## src/rtl/mem_port_rr_arbiter_pkg.sv

```systemverilog
// Shared types and helpers for the 4-way memory port round-robin arbiter.
package mem_port_rr_arbiter_pkg;

   localparam int N_REQ = 4;
   localparam int SEL_W = 2;

   typedef enum logic {
      IDLE = 1'b0,
      BUSY = 1'b1
   } arb_state_t;

   function automatic logic [N_REQ-1:0] onehot(input logic [SEL_W-1:0] idx);
      logic [N_REQ-1:0] v;
      v      = '0;
      v[idx] = 1'b1;
      return v;
   endfunction

endpackage

```

## src/rtl/mem_port_rr_arbiter_rr_pick4.sv

```systemverilog
// Combinational round-robin picker: first set request scanning ptr, ptr+1, .. ptr+3.
module rr_pick4
   import mem_port_rr_arbiter_pkg::*;
(
   input  logic [N_REQ-1:0] req,
   input  logic [SEL_W-1:0] ptr,
   output logic             valid,
   output logic [SEL_W-1:0] idx
);

   logic [SEL_W-1:0] cand;

   // scan from farthest to nearest so the nearest hit to ptr is the one kept
   always_comb begin
      valid = 1'b0;
      idx   = ptr;
      cand  = ptr;
      for (int k = N_REQ - 1; k >= 0; k--) begin
         cand = ptr + SEL_W'(k);
         if (req[cand]) begin
            valid = 1'b1;
            idx   = cand;
         end
      end
   end

endmodule

```

## src/rtl/mem_port_rr_arbiter.sv

```systemverilog
// Round-robin owner of a shared 32-bit memory port: drives the mux select and
// sequences mem_req/mem_ack with lock and per-transaction timeout.
//
//  state | meaning
//  IDLE  | no transaction outstanding, mem_req low, grant zero
//  BUSY  | owner sel has a transaction outstanding, waiting for mem_ack
module mem_port_rr_arbiter
   import mem_port_rr_arbiter_pkg::*;
#(
   parameter int TIMEOUT_CYCLES = 64,
   parameter int CNT_W          = 8
) (
   input  logic             clk,
   input  logic             reset,
   input  logic [N_REQ-1:0] req,
   input  logic [N_REQ-1:0] lock,
   input  logic             mem_ack,
   output logic             mem_req,
   output logic [SEL_W-1:0] sel,
   output logic [N_REQ-1:0] grant,
   output logic [N_REQ-1:0] ack,
   output logic [N_REQ-1:0] err,
   output logic             busy
);

   localparam logic [CNT_W-1:0] TO_LAST = CNT_W'(TIMEOUT_CYCLES - 1);

   arb_state_t       state, state_nxt;
   logic [SEL_W-1:0] sel_nxt, ptr, ptr_nxt;
   logic [N_REQ-1:0] grant_nxt, err_nxt;
   logic [CNT_W-1:0] cnt, cnt_nxt;

   logic [N_REQ-1:0] pick_req;
   logic [SEL_W-1:0] pick_ptr;
   logic             pick_valid;
   logic [SEL_W-1:0] pick_idx;
   logic             timeout;

   // while busy, the current owner is masked and the scan starts just past it
   assign pick_req = (state == BUSY) ? (req & ~onehot(sel)) : req;
   assign pick_ptr = (state == BUSY) ? (sel + SEL_W'(1)) : ptr;

   rr_pick4 u_pick (
      .req   (pick_req),
      .ptr   (pick_ptr),
      .valid (pick_valid),
      .idx   (pick_idx)
   );

   assign timeout = (TIMEOUT_CYCLES != 0) && (state == BUSY) && (cnt == TO_LAST) && !mem_ack;
   assign busy    = (state == BUSY);
   assign mem_req = (state == BUSY);
   assign ack     = {N_REQ{mem_ack & busy}} & onehot(sel);

   always_comb begin
      state_nxt = state;
      sel_nxt   = sel;
      grant_nxt = grant;
      ptr_nxt   = ptr;
      cnt_nxt   = cnt;
      err_nxt   = '0;
      case (state)
         IDLE: begin
            if (pick_valid) begin
               state_nxt = BUSY;
               sel_nxt   = pick_idx;
               grant_nxt = onehot(pick_idx);
               cnt_nxt   = '0;
            end
         end
         BUSY: begin
            if (mem_ack || timeout) begin
               ptr_nxt = sel + SEL_W'(1);
               cnt_nxt = '0;
               if (timeout) err_nxt = onehot(sel);
               // lock only holds the port on a real completion, never on abort
               if (mem_ack && lock[sel] && req[sel]) begin
                  sel_nxt = sel;
               end else if (pick_valid) begin
                  sel_nxt   = pick_idx;
                  grant_nxt = onehot(pick_idx);
               end else begin
                  state_nxt = IDLE;
                  grant_nxt = '0;
               end
            end else begin
               cnt_nxt = cnt + CNT_W'(1);
            end
         end
         default: state_nxt = IDLE;
      endcase
   end

   always_ff @(posedge clk) begin
      if (reset) begin
         state <= IDLE;
         sel   <= '0;
         grant <= '0;
         err   <= '0;
         ptr   <= '0;
         cnt   <= '0;
      end else begin
         state <= state_nxt;
         sel   <= sel_nxt;
         grant <= grant_nxt;
         err   <= err_nxt;
         ptr   <= ptr_nxt;
         cnt   <= cnt_nxt;
      end
   end

endmodule

```

## config.mk

```make
export PLATFORM = sky130hd
export DESIGN_NAME = mem_port_rr_arbiter
export DESIGN_NICKNAME = d
export VERILOG_FILES = /design/src/rtl/mem_port_rr_arbiter_pkg.sv /design/src/rtl/mem_port_rr_arbiter_rr_pick4.sv /design/src/rtl/mem_port_rr_arbiter.sv
export SDC_FILE = /design/constraint.sdc
export NUM_CORES = 1
export LEC_CHECK = 0
export CAP_MARGIN = 10
export CORE_UTILIZATION = 48
export DETAILED_ROUTE_END_ITERATION = 8
export PLACE_DENSITY = 0.79
export SYNTH_ARGS = -nofsm -noshare
export SYNTH_HDL_FRONTEND = slang
export SYNTH_SLANG_ARGS = --single-unit
```

## constraint.sdc

```tcl
create_clock -name clk -period 2.75 [get_ports clk]
set_input_delay 0.6875 -clock clk [delete_from_list [all_inputs] [get_ports clk]]
set_output_delay 0.6875 -clock clk [all_outputs]
set_load 0.01 [all_outputs]
```

==> flow_metrics.env <==
export IMPL_outcome="finished, final reports clean"
export IMPL_min_delay_path_class="register to register"
export IMPL_ir_worst_vdd_v=0.0003069
export IMPL_h_tree_depth=1
export IMPL_finalCritPeriodShare_pct=94.52
export IMPL_cts_repair_timing_setup_buffer_count=0
export IMPL_starting_density_pct=50.61
export IMPL_drt_first_pass_iters=4
export IMPL_register_bit_count_reported_by_yosys=21
export IMPL_count_of_flip_flops_with_a_built_in_enable_after_synthesis=0
export IMPL_async_reset_ff_share_pct=0
export IMPL_detail_route_antenna_nets=0
export IMPL_arrival_ns=1.91
export IMPL_cts_root_buf="clkbuf_4"
export IMPL_syn_cell_area_um2=1254
export IMPL_design_final_nets=191
export IMPL_layout_cells_most_common="clkdlybuf4s50_1"
export IMPL_number_of_max_cap_violations=0
export IMPL_required_time_of_the_critical_path_ns=2.06
export IMPL_filler_cell_count=237
export IMPL_setup_worst_path_end_class="primary output"
export IMPL_most_common_layout_cells="clkdlybuf4s50_1, dfxtp_1, nor2_1, nand2_1, a21oi_1"
export IMPL_synth_area_per_cell_um2=8.529
export IMPL_global_route_usage_met1_pct=24.53
export IMPL_cts_hold_buf=0
export IMPL_routed_via_count=1144
export IMPL_synth_yosys_warnings=0
export IMPL_number_of_global_route_vias_before_repair=1000
export IMPL_finalWirelength_um=2707
export IMPL_cts_tree="yes"
export IMPL_die_width_um=53.11
export IMPL_maxClockFrequency_ghz=0.3847
export IMPL_grt_overflow_total=0
export IMPL_synth_main_ff_cell="dfxtp_1"
export IMPL_max_clock_path_buffers=2
export IMPL_worst_r2r_setup_slack_ns=0.51
export IMPL_setup_viol_count_final=0
export IMPL_powerDensity_nw_per_um2=482.1
export IMPL_grt_util_all_layers_pct=20.95
export IMPL_drive_gt1_share_pct=12.64
export IMPL_insertion_delay_ns=0.31
export IMPL_fin_worst_skew_ns=0.002526
export IMPL_total_clock_buffers_created_by_cts=3
export IMPL_post_drt_wl_per_cell_um=13.27
export IMPL_io_buffers=26
export IMPL_layout_area_seq_um2=420.4
export IMPL_layout_min_cycle_time_ns=2.599
export IMPL_maxSlewViolCount=0
export IMPL_ioPinCount=27
export IMPL_final_core_util_pct=62.93
export IMPL_rsz_0062_raised_after_global_routing="false"
export IMPL_die_height_um=53.11
export IMPL_worst_slew_pin_transition_ns=0.7077
export IMPL_fp_dieArea_um2=2820
export IMPL_critical_path_startpoint_type="register"
export IMPL_synth_distinct_cells=43
export IMPL_worst_setup_hold_path_clk_slew_ns=0.12
export IMPL_sum_of_net_half_perimeters_after_detailed_placement_um=2082
export IMPL_use_met3_pct=4.023
export IMPL_hold_viol=0
export IMPL_criticalPathCategory="register to primary output"
export IMPL_area_growth_pct=24.35
export IMPL_synth_seq_area_share_pct=33.53
export IMPL_multi_input_comb_area_um2=773.2
export IMPL_grt_first_pass_wirelength_um=4284
export IMPL_largest_fanout_on_the_critical_path=22
export IMPL_grt_max_degree=23
export IMPL_coreArea_um2=2477
export IMPL_detailedRoute_firstIterationViolations=13
export IMPL_finalSetupTns_ns=0
export IMPL_vias_per_cell=5.608
export IMPL_number_of_antenna_violations_at_the_first_check_in_global_routing=0
export IMPL_fp_row_count=18
export IMPL_use_met2_pct=36.08
export IMPL_clock_sinks=21
export IMPL_grt_busiest_layer="met2"
export IMPL_cts_resized=0
export IMPL_synth_net_count=163
export IMPL_number_of_cells_produced_by_synthesis=147
export IMPL_diodes=0
export IMPL_power_leakage_nw=0.6189
export IMPL_timing_max_slew_rel_slack_pct=52.75
export IMPL_gp_congestion=0.7869
export IMPL_drc_errors=0
metrics by stage:
stage	cell area [um2]	hold slack (ns)	power [mW]	cells	worst slack (ns)
floorplan	1254	0.4589	0.5112	147	0.7514
global placement	1529	0.4425	0.5915	200	0.1567
detailed placement	1529	0.4474	0.6000	200	0.1272
CTS	1559	0.4692	0.7574	204	0.1420
global route	1559	0.5039	0.7975	204	0.04361
finish	1559	0.4643	0.7516	204	0.1506
worst max-delay path, cell delays in order (launching register included):
cell and delay, ns:
dfxtp_1 0.80, and3_1 0.26, clkdlybuf4s50_1 0.53
sequential cells by signal, indices dropped and copies added, names as in the netlist:
signal	cells
cnt	8
err	4
grant	4
ptr	2
sel	2
busy	1
where the power goes:
group,switching (mW),leakage [nW],internal [mW]
registers,0.0257,0.171,0.323
clock network,0.101,0.0139,0.0556
logic,0.122,0.434,0.124
total,0.249,0.619,0.503
layer usage:
layer	vias to the layer above	part of all wire, %
li1	577	-
met1	540	46
met5	-	0
met4	0	2.0
met3	6	2.7
met2	21	49
synth_stat cells, drive strengths merged (4+ instances only):
library cell,n,area [um2]
dfxtp,21,420.4
nor2,20,75.07
nand2,15,56.30
a21oi,10,65.07
o21ai,10,57.55
and3,8,51.30
and2,5,33.78
ha,5,62.56
mux2i,5,50.05
a21boi,4,30.03
buf,4,33.78
inv,4,15.01
nand3,4,20.02
cell type report:
cell class	count	area share [%]
Sequential cell	21	26.97
Clock inverter	1	0.4815
Timing Repair Buffer	29	18.14
Multi-Input combinational cell	116	49.60
Tap cell	30	2.408
Clock buffer	3	1.445
Inverter	4	0.9631
cells by family (layout without fill, tap and decap cells):
family,after synthesis,count (layout),synth area share [%]
flops,21,21,33.53
buf+inv,10,37,4.790
mux,6,6,4.890
compound gates,37,37,22.76
simple gates,68,68,29.04
fa+ha+maj,5,5,4.990
path summary, 6_finish.rpt:
kind / start / endpoint / cells past startpoint
worst max-delay path: busy / ack[2] / 2
worst min-delay path: grant[3] / grant[3] / 2
worst max register to register: sel[0] / grant[1] / 8
worst min register to register: grant[3] / grant[3] / 2
No activity file was read; power rests on OpenSTA's default activity.
